===== config.mk =====
export PLATFORM = sky130hd
export DESIGN_NAME = csr_req_arbiter_flat
export DESIGN_NICKNAME = d
export VERILOG_FILES = /design/src/rtl/csr_req_arbiter_if.sv /design/src/rtl/csr_req_arbiter.sv /design/src/flat_wrapper.sv
export SDC_FILE = /design/constraint.sdc
export NUM_CORES = 1
export LEC_CHECK = 0
export ABC_AREA = 1
export CAP_MARGIN = 0
export CORE_MARGIN = 1.5
export CORE_UTILIZATION = 41
export DETAILED_ROUTE_END_ITERATION = 8
export MAX_ROUTING_LAYER = met4
export PLACE_DENSITY = 0.81
export SYNTH_ARGS = -nofsm -noshare
export SYNTH_HDL_FRONTEND = slang
export SYNTH_SLANG_ARGS = --single-unit

===== constraint.sdc =====
create_clock -name clk -period 2.1 [get_ports clk]
set_input_delay 0.21 -clock clk [delete_from_list [all_inputs] [get_ports clk]]
set_output_delay 0.21 -clock clk [all_outputs]
set_load 0.05 [all_outputs]

===== src/rtl/csr_req_arbiter_if.sv =====
// Bundles the two requester ports, their response ports and the shared CSR bus.
// The slave modport is the arbiter's view; the master modport is the requester/bus side.
interface csr_req_arbiter_if #(
    parameter int ADDR_WIDTH = 32,
    parameter int REG_WIDTH  = 32
);
    logic                  req0_valid;
    logic                  req0_ready;
    logic [1:0]            req0_op;
    logic [2:0]            req0_funct3;
    logic [4:0]            req0_imm;
    logic [REG_WIDTH-1:0]  req0_rs1_val;
    logic [ADDR_WIDTH-1:0] req0_addr;
    logic                  rsp0_valid;
    logic [ADDR_WIDTH-1:0] rsp0_rdata;
    logic                  rsp0_err;

    logic                  req1_valid;
    logic                  req1_ready;
    logic [1:0]            req1_op;
    logic [2:0]            req1_funct3;
    logic [4:0]            req1_imm;
    logic [REG_WIDTH-1:0]  req1_rs1_val;
    logic [ADDR_WIDTH-1:0] req1_addr;
    logic                  rsp1_valid;
    logic [ADDR_WIDTH-1:0] rsp1_rdata;
    logic                  rsp1_err;

    logic [1:0]            bus_csr_op;
    logic [2:0]            bus_csr_funct3;
    logic [4:0]            bus_csr_imm;
    logic [REG_WIDTH-1:0]  bus_rs1_val;
    logic [ADDR_WIDTH-1:0] bus_csr_addr;
    logic                  bus_csr_valid;
    logic                  bus_csr_rrsp;
    logic [ADDR_WIDTH-1:0] bus_csr_rdata;
    logic                  bus_csr_rvalid;
    logic                  bus_csr_reg_rsp;
    logic                  busy;

    modport slave (
        input  req0_valid, req0_op, req0_funct3, req0_imm, req0_rs1_val, req0_addr,
        input  req1_valid, req1_op, req1_funct3, req1_imm, req1_rs1_val, req1_addr,
        input  bus_csr_rdata, bus_csr_rvalid, bus_csr_reg_rsp,
        output req0_ready, rsp0_valid, rsp0_rdata, rsp0_err,
        output req1_ready, rsp1_valid, rsp1_rdata, rsp1_err,
        output bus_csr_op, bus_csr_funct3, bus_csr_imm, bus_rs1_val, bus_csr_addr,
        output bus_csr_valid, bus_csr_rrsp, busy
    );

    modport master (
        output req0_valid, req0_op, req0_funct3, req0_imm, req0_rs1_val, req0_addr,
        output req1_valid, req1_op, req1_funct3, req1_imm, req1_rs1_val, req1_addr,
        output bus_csr_rdata, bus_csr_rvalid, bus_csr_reg_rsp,
        input  req0_ready, rsp0_valid, rsp0_rdata, rsp0_err,
        input  req1_ready, rsp1_valid, rsp1_rdata, rsp1_err,
        input  bus_csr_op, bus_csr_funct3, bus_csr_imm, bus_rs1_val, bus_csr_addr,
        input  bus_csr_valid, bus_csr_rrsp, busy
    );
endinterface


===== src/rtl/csr_req_arbiter.sv =====
// Round-robin arbiter sharing one CSR bus between core (req0) and debug (req1), one transaction in flight.
// Latency: accept->RESP is 1 cycle (illegal op), 2 (write / same-cycle read), up to TIMEOUT_CYCLES+2 (read); requesters held via ready while busy.
module csr_req_arbiter #(
    parameter int ADDR_WIDTH     = 32,
    parameter int REG_WIDTH      = 32,
    parameter int TIMEOUT_CYCLES = 16
) (
    input  logic                clk,
    input  logic                rst_n,
    csr_req_arbiter_if.slave    bus_if
);
    localparam int TW = $clog2(TIMEOUT_CYCLES + 1);
    localparam logic [TW-1:0] TIMER_LAST = TW'(TIMEOUT_CYCLES - 1);

    typedef enum logic [1:0] {
        S_IDLE,
        S_ISSUE,
        S_WAIT,
        S_RESP
    } state_t;

    state_t                r_state;
    logic                  r_last_grant;
    logic                  r_gnt;
    logic [1:0]            r_op;
    logic [2:0]            r_funct3;
    logic [4:0]            r_imm;
    logic [REG_WIDTH-1:0]  r_rs1;
    logic [ADDR_WIDTH-1:0] r_addr;
    logic [ADDR_WIDTH-1:0] r_rdata;
    logic                  r_err;
    logic [TW-1:0]         r_timer;

    logic                  w_take;
    logic                  w_win1;
    logic [1:0]            w_op;
    logic [2:0]            w_funct3;
    logic [4:0]            w_imm;
    logic [REG_WIDTH-1:0]  w_rs1;
    logic [ADDR_WIDTH-1:0] w_addr;
    logic                  w_bus_act;

    // On a tie the requester that did not win last time gets the bus.
    assign w_win1 = bus_if.req1_valid && (!bus_if.req0_valid || !r_last_grant);
    assign w_take = (r_state == S_IDLE) && (bus_if.req0_valid || bus_if.req1_valid);

    assign w_op     = w_win1 ? bus_if.req1_op      : bus_if.req0_op;
    assign w_funct3 = w_win1 ? bus_if.req1_funct3  : bus_if.req0_funct3;
    assign w_imm    = w_win1 ? bus_if.req1_imm     : bus_if.req0_imm;
    assign w_rs1    = w_win1 ? bus_if.req1_rs1_val : bus_if.req0_rs1_val;
    assign w_addr   = w_win1 ? bus_if.req1_addr    : bus_if.req0_addr;

    always_ff @(posedge clk or negedge rst_n) begin
        if (!rst_n) begin
            r_state      <= S_IDLE;
            r_last_grant <= 1'b1;
            r_gnt        <= 1'b0;
            r_op         <= '0;
            r_funct3     <= '0;
            r_imm        <= '0;
            r_rs1        <= '0;
            r_addr       <= '0;
            r_rdata      <= '0;
            r_err        <= 1'b0;
            r_timer      <= '0;
        end else begin
            case (r_state)
                S_IDLE: begin
                    if (w_take) begin
                        r_gnt        <= w_win1;
                        r_last_grant <= w_win1;
                        r_op         <= w_op;
                        r_funct3     <= w_funct3;
                        r_imm        <= w_imm;
                        r_rs1        <= w_rs1;
                        r_addr       <= w_addr;
                        r_timer      <= '0;
                        if (w_op == 2'b00) begin
                            r_err   <= 1'b1;
                            r_rdata <= '0;
                            r_state <= S_RESP;
                        end else begin
                            r_state <= S_ISSUE;
                        end
                    end
                end
                S_ISSUE: begin
                    if (r_op[1]) begin
                        if (bus_if.bus_csr_rvalid) begin
                            r_rdata <= bus_if.bus_csr_rdata;
                            r_err   <= bus_if.bus_csr_reg_rsp;
                            r_state <= S_RESP;
                        end else begin
                            r_timer <= '0;
                            r_state <= S_WAIT;
                        end
                    end else begin
                        r_rdata <= '0;
                        r_err   <= bus_if.bus_csr_reg_rsp;
                        r_state <= S_RESP;
                    end
                end
                S_WAIT: begin
                    // A late rvalid on the final timer cycle still completes the read.
                    if (bus_if.bus_csr_rvalid) begin
                        r_rdata <= bus_if.bus_csr_rdata;
                        r_err   <= bus_if.bus_csr_reg_rsp;
                        r_state <= S_RESP;
                    end else if (r_timer == TIMER_LAST) begin
                        r_rdata <= '0;
                        r_err   <= 1'b1;
                        r_state <= S_RESP;
                    end else begin
                        r_timer <= r_timer + TW'(1);
                    end
                end
                S_RESP: begin
                    r_state <= S_IDLE;
                end
                default: begin
                    r_state <= S_IDLE;
                end
            endcase
        end
    end

    assign w_bus_act = (r_state == S_ISSUE) || (r_state == S_WAIT);

    assign bus_if.req0_ready = w_take && !w_win1;
    assign bus_if.req1_ready = w_take &&  w_win1;

    assign bus_if.bus_csr_valid  = (r_state == S_ISSUE);
    assign bus_if.bus_csr_rrsp   = w_bus_act && r_op[1] && bus_if.bus_csr_rvalid;
    assign bus_if.bus_csr_op     = w_bus_act ? r_op     : '0;
    assign bus_if.bus_csr_funct3 = w_bus_act ? r_funct3 : '0;
    assign bus_if.bus_csr_imm    = w_bus_act ? r_imm    : '0;
    assign bus_if.bus_rs1_val    = w_bus_act ? r_rs1    : '0;
    assign bus_if.bus_csr_addr   = w_bus_act ? r_addr   : '0;

    assign bus_if.rsp0_valid = (r_state == S_RESP) && !r_gnt;
    assign bus_if.rsp1_valid = (r_state == S_RESP) &&  r_gnt;
    assign bus_if.rsp0_rdata = bus_if.rsp0_valid ? r_rdata : '0;
    assign bus_if.rsp1_rdata = bus_if.rsp1_valid ? r_rdata : '0;
    assign bus_if.rsp0_err   = bus_if.rsp0_valid && r_err;
    assign bus_if.rsp1_err   = bus_if.rsp1_valid && r_err;

    assign bus_if.busy = (r_state != S_IDLE);
endmodule

===== src/flat_wrapper.sv =====
// flat-port wrapper written by rule: the top's interface ports become plain ports
module csr_req_arbiter_flat 
#(
    parameter int ADDR_WIDTH     = 32,
    parameter int REG_WIDTH      = 32,
    parameter int TIMEOUT_CYCLES = 16
)
  (clk, rst_n, bus_if_req0_valid, bus_if_req0_op, bus_if_req0_funct3, bus_if_req0_imm, bus_if_req0_rs1_val, bus_if_req0_addr, bus_if_req1_valid, bus_if_req1_op, bus_if_req1_funct3, bus_if_req1_imm, bus_if_req1_rs1_val, bus_if_req1_addr, bus_if_bus_csr_rdata, bus_if_bus_csr_rvalid, bus_if_bus_csr_reg_rsp, bus_if_req0_ready, bus_if_rsp0_valid, bus_if_rsp0_rdata, bus_if_rsp0_err, bus_if_req1_ready, bus_if_rsp1_valid, bus_if_rsp1_rdata, bus_if_rsp1_err, bus_if_bus_csr_op, bus_if_bus_csr_funct3, bus_if_bus_csr_imm, bus_if_bus_rs1_val, bus_if_bus_csr_addr, bus_if_bus_csr_valid, bus_if_bus_csr_rrsp, bus_if_busy);
  csr_req_arbiter_if #(.ADDR_WIDTH(ADDR_WIDTH), .REG_WIDTH(REG_WIDTH)) bus_if_i ();
  input  logic clk;
  input  logic rst_n;
  input wire logic [$bits(bus_if_i.req0_valid)-1:0] bus_if_req0_valid;
  input wire logic [$bits(bus_if_i.req0_op)-1:0] bus_if_req0_op;
  input wire logic [$bits(bus_if_i.req0_funct3)-1:0] bus_if_req0_funct3;
  input wire logic [$bits(bus_if_i.req0_imm)-1:0] bus_if_req0_imm;
  input wire logic [$bits(bus_if_i.req0_rs1_val)-1:0] bus_if_req0_rs1_val;
  input wire logic [$bits(bus_if_i.req0_addr)-1:0] bus_if_req0_addr;
  input wire logic [$bits(bus_if_i.req1_valid)-1:0] bus_if_req1_valid;
  input wire logic [$bits(bus_if_i.req1_op)-1:0] bus_if_req1_op;
  input wire logic [$bits(bus_if_i.req1_funct3)-1:0] bus_if_req1_funct3;
  input wire logic [$bits(bus_if_i.req1_imm)-1:0] bus_if_req1_imm;
  input wire logic [$bits(bus_if_i.req1_rs1_val)-1:0] bus_if_req1_rs1_val;
  input wire logic [$bits(bus_if_i.req1_addr)-1:0] bus_if_req1_addr;
  input wire logic [$bits(bus_if_i.bus_csr_rdata)-1:0] bus_if_bus_csr_rdata;
  input wire logic [$bits(bus_if_i.bus_csr_rvalid)-1:0] bus_if_bus_csr_rvalid;
  input wire logic [$bits(bus_if_i.bus_csr_reg_rsp)-1:0] bus_if_bus_csr_reg_rsp;
  output wire logic [$bits(bus_if_i.req0_ready)-1:0] bus_if_req0_ready;
  output wire logic [$bits(bus_if_i.rsp0_valid)-1:0] bus_if_rsp0_valid;
  output wire logic [$bits(bus_if_i.rsp0_rdata)-1:0] bus_if_rsp0_rdata;
  output wire logic [$bits(bus_if_i.rsp0_err)-1:0] bus_if_rsp0_err;
  output wire logic [$bits(bus_if_i.req1_ready)-1:0] bus_if_req1_ready;
  output wire logic [$bits(bus_if_i.rsp1_valid)-1:0] bus_if_rsp1_valid;
  output wire logic [$bits(bus_if_i.rsp1_rdata)-1:0] bus_if_rsp1_rdata;
  output wire logic [$bits(bus_if_i.rsp1_err)-1:0] bus_if_rsp1_err;
  output wire logic [$bits(bus_if_i.bus_csr_op)-1:0] bus_if_bus_csr_op;
  output wire logic [$bits(bus_if_i.bus_csr_funct3)-1:0] bus_if_bus_csr_funct3;
  output wire logic [$bits(bus_if_i.bus_csr_imm)-1:0] bus_if_bus_csr_imm;
  output wire logic [$bits(bus_if_i.bus_rs1_val)-1:0] bus_if_bus_rs1_val;
  output wire logic [$bits(bus_if_i.bus_csr_addr)-1:0] bus_if_bus_csr_addr;
  output wire logic [$bits(bus_if_i.bus_csr_valid)-1:0] bus_if_bus_csr_valid;
  output wire logic [$bits(bus_if_i.bus_csr_rrsp)-1:0] bus_if_bus_csr_rrsp;
  output wire logic [$bits(bus_if_i.busy)-1:0] bus_if_busy;
  assign bus_if_i.req0_valid = bus_if_req0_valid;
  assign bus_if_i.req0_op = bus_if_req0_op;
  assign bus_if_i.req0_funct3 = bus_if_req0_funct3;
  assign bus_if_i.req0_imm = bus_if_req0_imm;
  assign bus_if_i.req0_rs1_val = bus_if_req0_rs1_val;
  assign bus_if_i.req0_addr = bus_if_req0_addr;
  assign bus_if_i.req1_valid = bus_if_req1_valid;
  assign bus_if_i.req1_op = bus_if_req1_op;
  assign bus_if_i.req1_funct3 = bus_if_req1_funct3;
  assign bus_if_i.req1_imm = bus_if_req1_imm;
  assign bus_if_i.req1_rs1_val = bus_if_req1_rs1_val;
  assign bus_if_i.req1_addr = bus_if_req1_addr;
  assign bus_if_i.bus_csr_rdata = bus_if_bus_csr_rdata;
  assign bus_if_i.bus_csr_rvalid = bus_if_bus_csr_rvalid;
  assign bus_if_i.bus_csr_reg_rsp = bus_if_bus_csr_reg_rsp;
  assign bus_if_req0_ready = bus_if_i.req0_ready;
  assign bus_if_rsp0_valid = bus_if_i.rsp0_valid;
  assign bus_if_rsp0_rdata = bus_if_i.rsp0_rdata;
  assign bus_if_rsp0_err = bus_if_i.rsp0_err;
  assign bus_if_req1_ready = bus_if_i.req1_ready;
  assign bus_if_rsp1_valid = bus_if_i.rsp1_valid;
  assign bus_if_rsp1_rdata = bus_if_i.rsp1_rdata;
  assign bus_if_rsp1_err = bus_if_i.rsp1_err;
  assign bus_if_bus_csr_op = bus_if_i.bus_csr_op;
  assign bus_if_bus_csr_funct3 = bus_if_i.bus_csr_funct3;
  assign bus_if_bus_csr_imm = bus_if_i.bus_csr_imm;
  assign bus_if_bus_rs1_val = bus_if_i.bus_rs1_val;
  assign bus_if_bus_csr_addr = bus_if_i.bus_csr_addr;
  assign bus_if_bus_csr_valid = bus_if_i.bus_csr_valid;
  assign bus_if_bus_csr_rrsp = bus_if_i.bus_csr_rrsp;
  assign bus_if_busy = bus_if_i.busy;
  csr_req_arbiter #(.ADDR_WIDTH(ADDR_WIDTH), .REG_WIDTH(REG_WIDTH), .TIMEOUT_CYCLES(TIMEOUT_CYCLES)) u_core (.clk(clk), .rst_n(rst_n), .bus_if(bus_if_i));
endmodule

After elaboration in Yosys (flattened, before gate mapping)
Cells that the tools add are included.
{ "word_totals": {"register_bits": 116, "output_inout_bits": 147, "word_cells": 88} }
{ "op_classes": {"n_addsub": 1, "eq_ne": 12, "mux": 39, "reduce_logical": 25} }
{ "ops": {"columns": ["cell", "n"], "rows": [
  ["two-way mux 32 bit", 12],
  ["one-hot mux 32 bit (3 select lines)", 1],
  ["two-way mux 5 bit", 7],
  ["one-hot mux 5 bit (3 select lines)", 1],
  ["two-way mux 2 bit", 6],
  ["logical AND 1 bit", 10],
  ["two-way mux 1 bit", 8],
  ["!= test 2 bit, second input constant", 4],
  ["one-hot mux 2 bit (4 select lines)", 1],
  ["two-way mux 3 bit", 2],
  ["AND reduction 6 bit", 1],
  ["adder 5 x 1 -> 5 bit, second input constant", 1],
  ["equality test 5 x 4 -> 1 bit, second input constant", 1],
  ["AND reduction 5 bit", 1],
  ["equality test 2 bit, second input constant", 2],
  ["logical NOT 1 bit", 4],
  ["logical NOT 2 bit", 2],
  ["!= test 2 x 1 -> 1 bit, second input constant", 2],
  ["AND reduction 2 bit", 2],
  ["logical OR 1 bit", 3],
  ["!= test 3 x 2 -> 1 bit, second input constant", 1],
  ["!= test 3 bit, second input constant", 1],
  ["one-hot mux 1 bit (3 select lines)", 1],
  ["nonzero test 3 bit", 1],
  ["2 further kinds", 2]
]} }

Longest topological paths before layout
{ "logic_depth": {"depth_word": 8, "ltp_mapped": 11, "ltp_nobuf": 10} }

Worst setup path before layout
Ideal clock, no wire load.
{ "synth_timing": {"kind": "flip-flop to flip-flop", "start": "register u_core.r_state[1]", "end": "register u_core.r_rdata[0]", "setup_ps": 116, "arrival_ps": 1884, "required_ps": 1984, "path_slack_ps": 100, "path_stages_with_launch": 9, "path_buffers": 1, "period_less_slack_ps": 2000, "path_cell_list": "dfrtp_1 > inv_1 > ha_1 > nand2_1 > o21bai_1 > nor2_8 > buf_2 > nand3_1 > nand2_1"} }
{ "synth_between": {"elab_cells_between_ends": 11, "classes_between": "eq/ne: 6; mux: 1; reduce/logical: 4"} }
{ "synth_lines": {"columns": ["item", "line_no", "rtl"], "rows": [
  ["start: declaration", "csr_req_arbiter.sv:22", "state_t r_state;"],
  ["start signal: assignment", "csr_req_arbiter.sv:55", "r_state <= S_IDLE;"],
  ["start signal: assignment", "csr_req_arbiter.sv:81", "r_state <= S_RESP;"],
  ["start signal: assignment", "csr_req_arbiter.sv:83", "r_state <= S_ISSUE;"],
  ["equality test 2 x 1 -> 1 bit (*)", null, null],
  ["named net bus_if_bus_csr_valid", "flat_wrapper.sv:40", "output wire logic [$bits(bus_if_i.bus_csr_valid)-1:0] bus_if_bus_csr_valid;"],
  ["!= test 3 bit (no source line) or nonzero test 3 bit (tied branches)", null, null],
  ["AND reduction 5 bit (no source line)", null, null],
  ["end signal: assignment", "csr_req_arbiter.sv:90", "r_rdata <= bus_if.bus_csr_rdata;"],
  ["end signal: assignment", "csr_req_arbiter.sv:106", "r_rdata <= bus_if.bus_csr_rdata;"],
  ["end: declaration", "csr_req_arbiter.sv:30", "logic [ADDR_WIDTH-1:0] r_rdata;"]
]} }
The timed path passes the listed nets; every way through them passes the cells marked *.
A chain may end at the register's enable or synchronous reset.

Final worst setup path
{ "layout_timing": {"start": "register u_core.r_state[1]", "end": "output bus_if_bus_csr_addr[6]"} }
{ "layout_between": {"elab_chain_len": 3, "elab_cells_between_ends": 4, "classes_between": "eq/ne: 2; mux: 1; reduce/logical: 1"} }
{ "layout_lines": {"columns": ["item", "line_no", "rtl"], "rows": [
  ["equality test 2 x 1 -> 1 bit or equality test 2 bit (tied branches)", "csr_req_arbiter.sv:127", "assign w_bus_act = (r_state == S_ISSUE) || (r_state == S_WAIT);"],
  ["logical OR 1 bit (*)", "csr_req_arbiter.sv:127", null],
  ["two-way mux 32 bit (*)", "csr_req_arbiter.sv:138", "assign bus_if.bus_csr_addr = w_bus_act ? r_addr : '0;"],
  ["end: declaration", "flat_wrapper.sv:39", "output wire logic [$bits(bus_if_i.bus_csr_addr)-1:0] bus_if_bus_csr_addr;"]
]} }
Mark *: on every way between the ends. The rest lies on a longest branch, timed or not.

==> flow_metrics.py <==
metrics = {
    "outcome": {
        "status": "finished clean",
    },
    "sta": {
        "setup_tns_ns": 0,
        "relSlewSlack_pct": 59.3,
        "final.setup_skew_ns": 0.00567,
        "post-route-period-util_pct": 97.0,
        "worstMarginPinSlew_ns": 0.610,
        "fmax_mhz": 491,
        "period_needed_ns": 2.04,
        "slew_viol_final": 0,
        "rsz0062_at_grt": "false",
        "whs_ns": 0.312,
        "setup_ws_ns": 0.0640,
        "final_hold_viol_count": 0,
        "final-setup-viol-count": 0,
    },
    "placed_design": {
        "portBuffers": 332,
        "dpl_worst_slack_ns": -0.111,
        "hpwl_um": 18200,
        "placed_area_um2": 11400,
        "globalplace.congestion": 0.901,
    },
    "detailed_routing": {
        "wl_per_cell_um": 16.5,
        "antenna_left": 0,
        "viasPerCell": 4.98,
        "num_vias": 7552,
        "drt_iter0_markers": 521,
        "drc": 0,
        "dr.pass1.iters": 7,
        "drt_wl_total_um": 25000,
    },
    "critical_path": {
        "slowest_stage": "dfrtp_1",
        "crit_chain": "inv_2 -> ha_4 -> buf_16 -> nand2_1 -> inv_1 -> buf_12",
        "cp-start-kind": "flop",
        "crit_arrival_ns": 1.83,
        "critPathRequiredTime_ns": 1.89,
        "critPathKind": "flop to primary output",
        "slowest_delay_ns": 0.40,
        "worstSetupEndpointType": "primary output",
        "critPathMaxFanout": 32,
    },
    "grt": {
        "grt_max_degree": 78,
        "antenna_found_initial": 2,
        "grt_first_pass_wirelength_um": 38400,
        "grt.total_usage_pct": 31.4,
        "grt_pass1_vias": 7513,
        "grt-ovfl-total": 0,
    },
    "floorplanning": {
        "coreArea_um2": 15300,
        "dieHeight_um": 129,
        "pin_count": 333,
        "start_util_pct": 42.2,
        "dieArea_um2": 16500,
        "die_x_um": 129,
        "placementRows": 45,
    },
    "cts": {
        "cts_buffers": 17,
        "clock_path_buffers": 2,
        "cts_tree": "done",
        "clk_pin_slew_ns": 0.05,
        "clk_latency_ns": 0.42,
        "cts_root_buffer": "clkbuf_16",
        "cts_max_level": 4,
        "clkSinkCount": 116,
    },
    "cells_and_area": {
        "final_nets": 1485,
        "design_area_um2": 12200,
        "mostFrequentLayoutCell": "nand2_1",
        "mostFrequentLayoutCells": "nand2_1, clkdlybuf4s50_1, buf_12",
        "drive_gt1_share_pct": 17.2,
        "multi_input_area_um2": 2830,
        "fillers": 944,
        "area_delta_synth_final_pct": 88.9,
        "area.sequential_um2": 2900,
    },
    "power": {
        "seqPwrFrac_pct": 17.7,
        "ir_drop_v": 0.00166,
        "total_leakage_power_nw": 6.07,
        "p_int_w": 0.0116,
        "powerDensity_nw_per_um2": 1820,
        "pwr-share-comb_pct": 69.8,
        "p_clk_share_pct": 12.5,
        "switching_share_pct": 48.0,
        "switching_power_w": 0.0107,
    },
    "synthesis": {
        "synth_cell_types": 26,
        "syn_inst": 960,
        "synth_seq_cells": 116,
        "syn_area_um2": 6460,
        "yosys_warnings": 0,
        "synth_nets": 1153,
        "syn_area_per_cell_um2": 6.73,
        "synth_seq_area_share_pct": 44.9,
    },
    "job": {
        "maxCapViolCount": 0,
    },
    "worst_hold_path": {
        "hold_class": "primary input to asynchronous set/reset pin",
    },
}
-- registers in the layout, summed over array words and instances (netlist names) --
| register | count |
|---|---|
| u_core.r_imm | 5 |
| u_core.r_gnt | 1 |
| u_core.r_addr | 32 |
| u_core.r_rdata | 32 |
| u_core.r_timer | 5 |
| u_core.r_funct3 | 3 |
| u_core.r_last_grant | 1 |
| u_core.r_err | 1 |
| u_core.r_op | 2 |
| u_core.r_rs1 | 32 |
| u_core.r_state | 2 |
-- cell usage after synthesis --
library cell,number,area (um^2)
nand2_1,418,1570
inv_1,122,458
dfrtp_1,115,2880
nand3_1,111,556
nor2_1,104,390
buf_2,20,100
clkbuf_1,15,56.3
buf_6,8,90.1
o21ai_0,8,40.0
buf_1,7,26.3
ha_1,7,87.6
inv_2,4,15.0
a21oi_1,3,15.0
buf_4,3,22.5
nand2_4,2,22.5
nand4_1,2,12.5
nor2_8,2,40.0
a211oi_1,1,7.51
a21oi_2,1,8.76
dfstp_2,1,26.3
mux2i_1,1,10.0
nand2_2,1,6.26
nand3b_1,1,7.51
o21bai_1,1,7.51
o22ai_1,1,6.26
or2_1,1,6.26
-- power groups by stage --
stage	Combinational (W)	Clock, W	Sequential [W]
6_report	0.0156	0.00278	0.00394
5_1_grt	0.0165	0.00292	0.00404
4_1_cts	0.0155	0.00282	0.00391
3_5_place_dp	0.0148	0	0.00393
3_3_place_gp	0.0146	0	0.00389
2_1_floorplan	0.00815	0	0.00374
-- kinds of logic (layout without fill, tap and decap cells) --
kind of cell	after synthesis	after routing	synth area share [%]
and+or+nand+nor	642	643	40.4
muxes	1	1	0.155
buffers and inverters	179	521	11.9
other	0	2	0
DFF	116	116	44.9
AOI/OAI and AO/OA	15	15	1.32
adders and majority gates	7	7	1.35
-- routing by layer --
layer | GRT usage (%) | part of all wire, %
met5 | - | 0
met4 | 15.9 | 4.6
met3 | 10.6 | 11
met1 | 33.5 | 35
met2 | 52.3 | 49
-- path summary, 6_finish.rpt --
kind | start | end | slack [ns] | cells past startpoint
worst max register to register | u_core.r_timer[0] | u_core.r_rdata[29] | 0.16 | 10
worst min register to register | u_core.r_rdata[9] | u_core.r_rdata[9] | 0.47 | 2
min in group clk | bus_if_req0_addr[5] | u_core.r_addr[5] | 0.35 | 3
worst min-delay path | rst_n | u_core.r_rdata[12] | 0.31 | 2
worst max-delay path | u_core.r_state[1] | bus_if_bus_csr_addr[6] | 0.06 | 6
max in group asynchronous | rst_n | u_core.r_rdata[0] | 1.19 | 3
-- through the flow --
stage / total power [W] / instances / utilization [%]
final: 0.0223 / 1516 / 79.8
after global routing: 0.0234 / 1516 / 79.8
after CTS: 0.0222 / 1504 / 79.2
after detailed placement: 0.0187 / 1467 / 74.7
after global placement: 0.0185 / 1467 / 74.7
after floorplan: 0.0119 / 960 / -
-- layout make-up --
type | count | share of cell area, %
well taps | 211 | 2.16
flip-flops and latches | 116 | 23.8
inverters | 126 | 3.87
multi-input cells | 666 | 23.2
clock inverters | 5 | 0.615
repair buffers | 365 | 42.4
clock buffers | 25 | 3.97
diodes | 2 | 0.0410
-- critical path, delay by kind of cell (launching register included) --
family | cells | cell delay (ns)
buffers and inverters | 4 | 0.57
flip-flops | 1 | 0.40
adder cells (fa/ha/maj) | 1 | 0.34
AND/OR/NAND/NOR | 1 | 0.08
-- repair_timing --
action,CTS,global route
setup buffers,3,10
gates resized for setup,3,7
cloned,3,0
endpoints found under the setup margin,67,59
hold buffers,1,0
hold endpoints to repair,30,0
pin swaps,2,2
No activity file was read; power rests on OpenSTA's default activity.
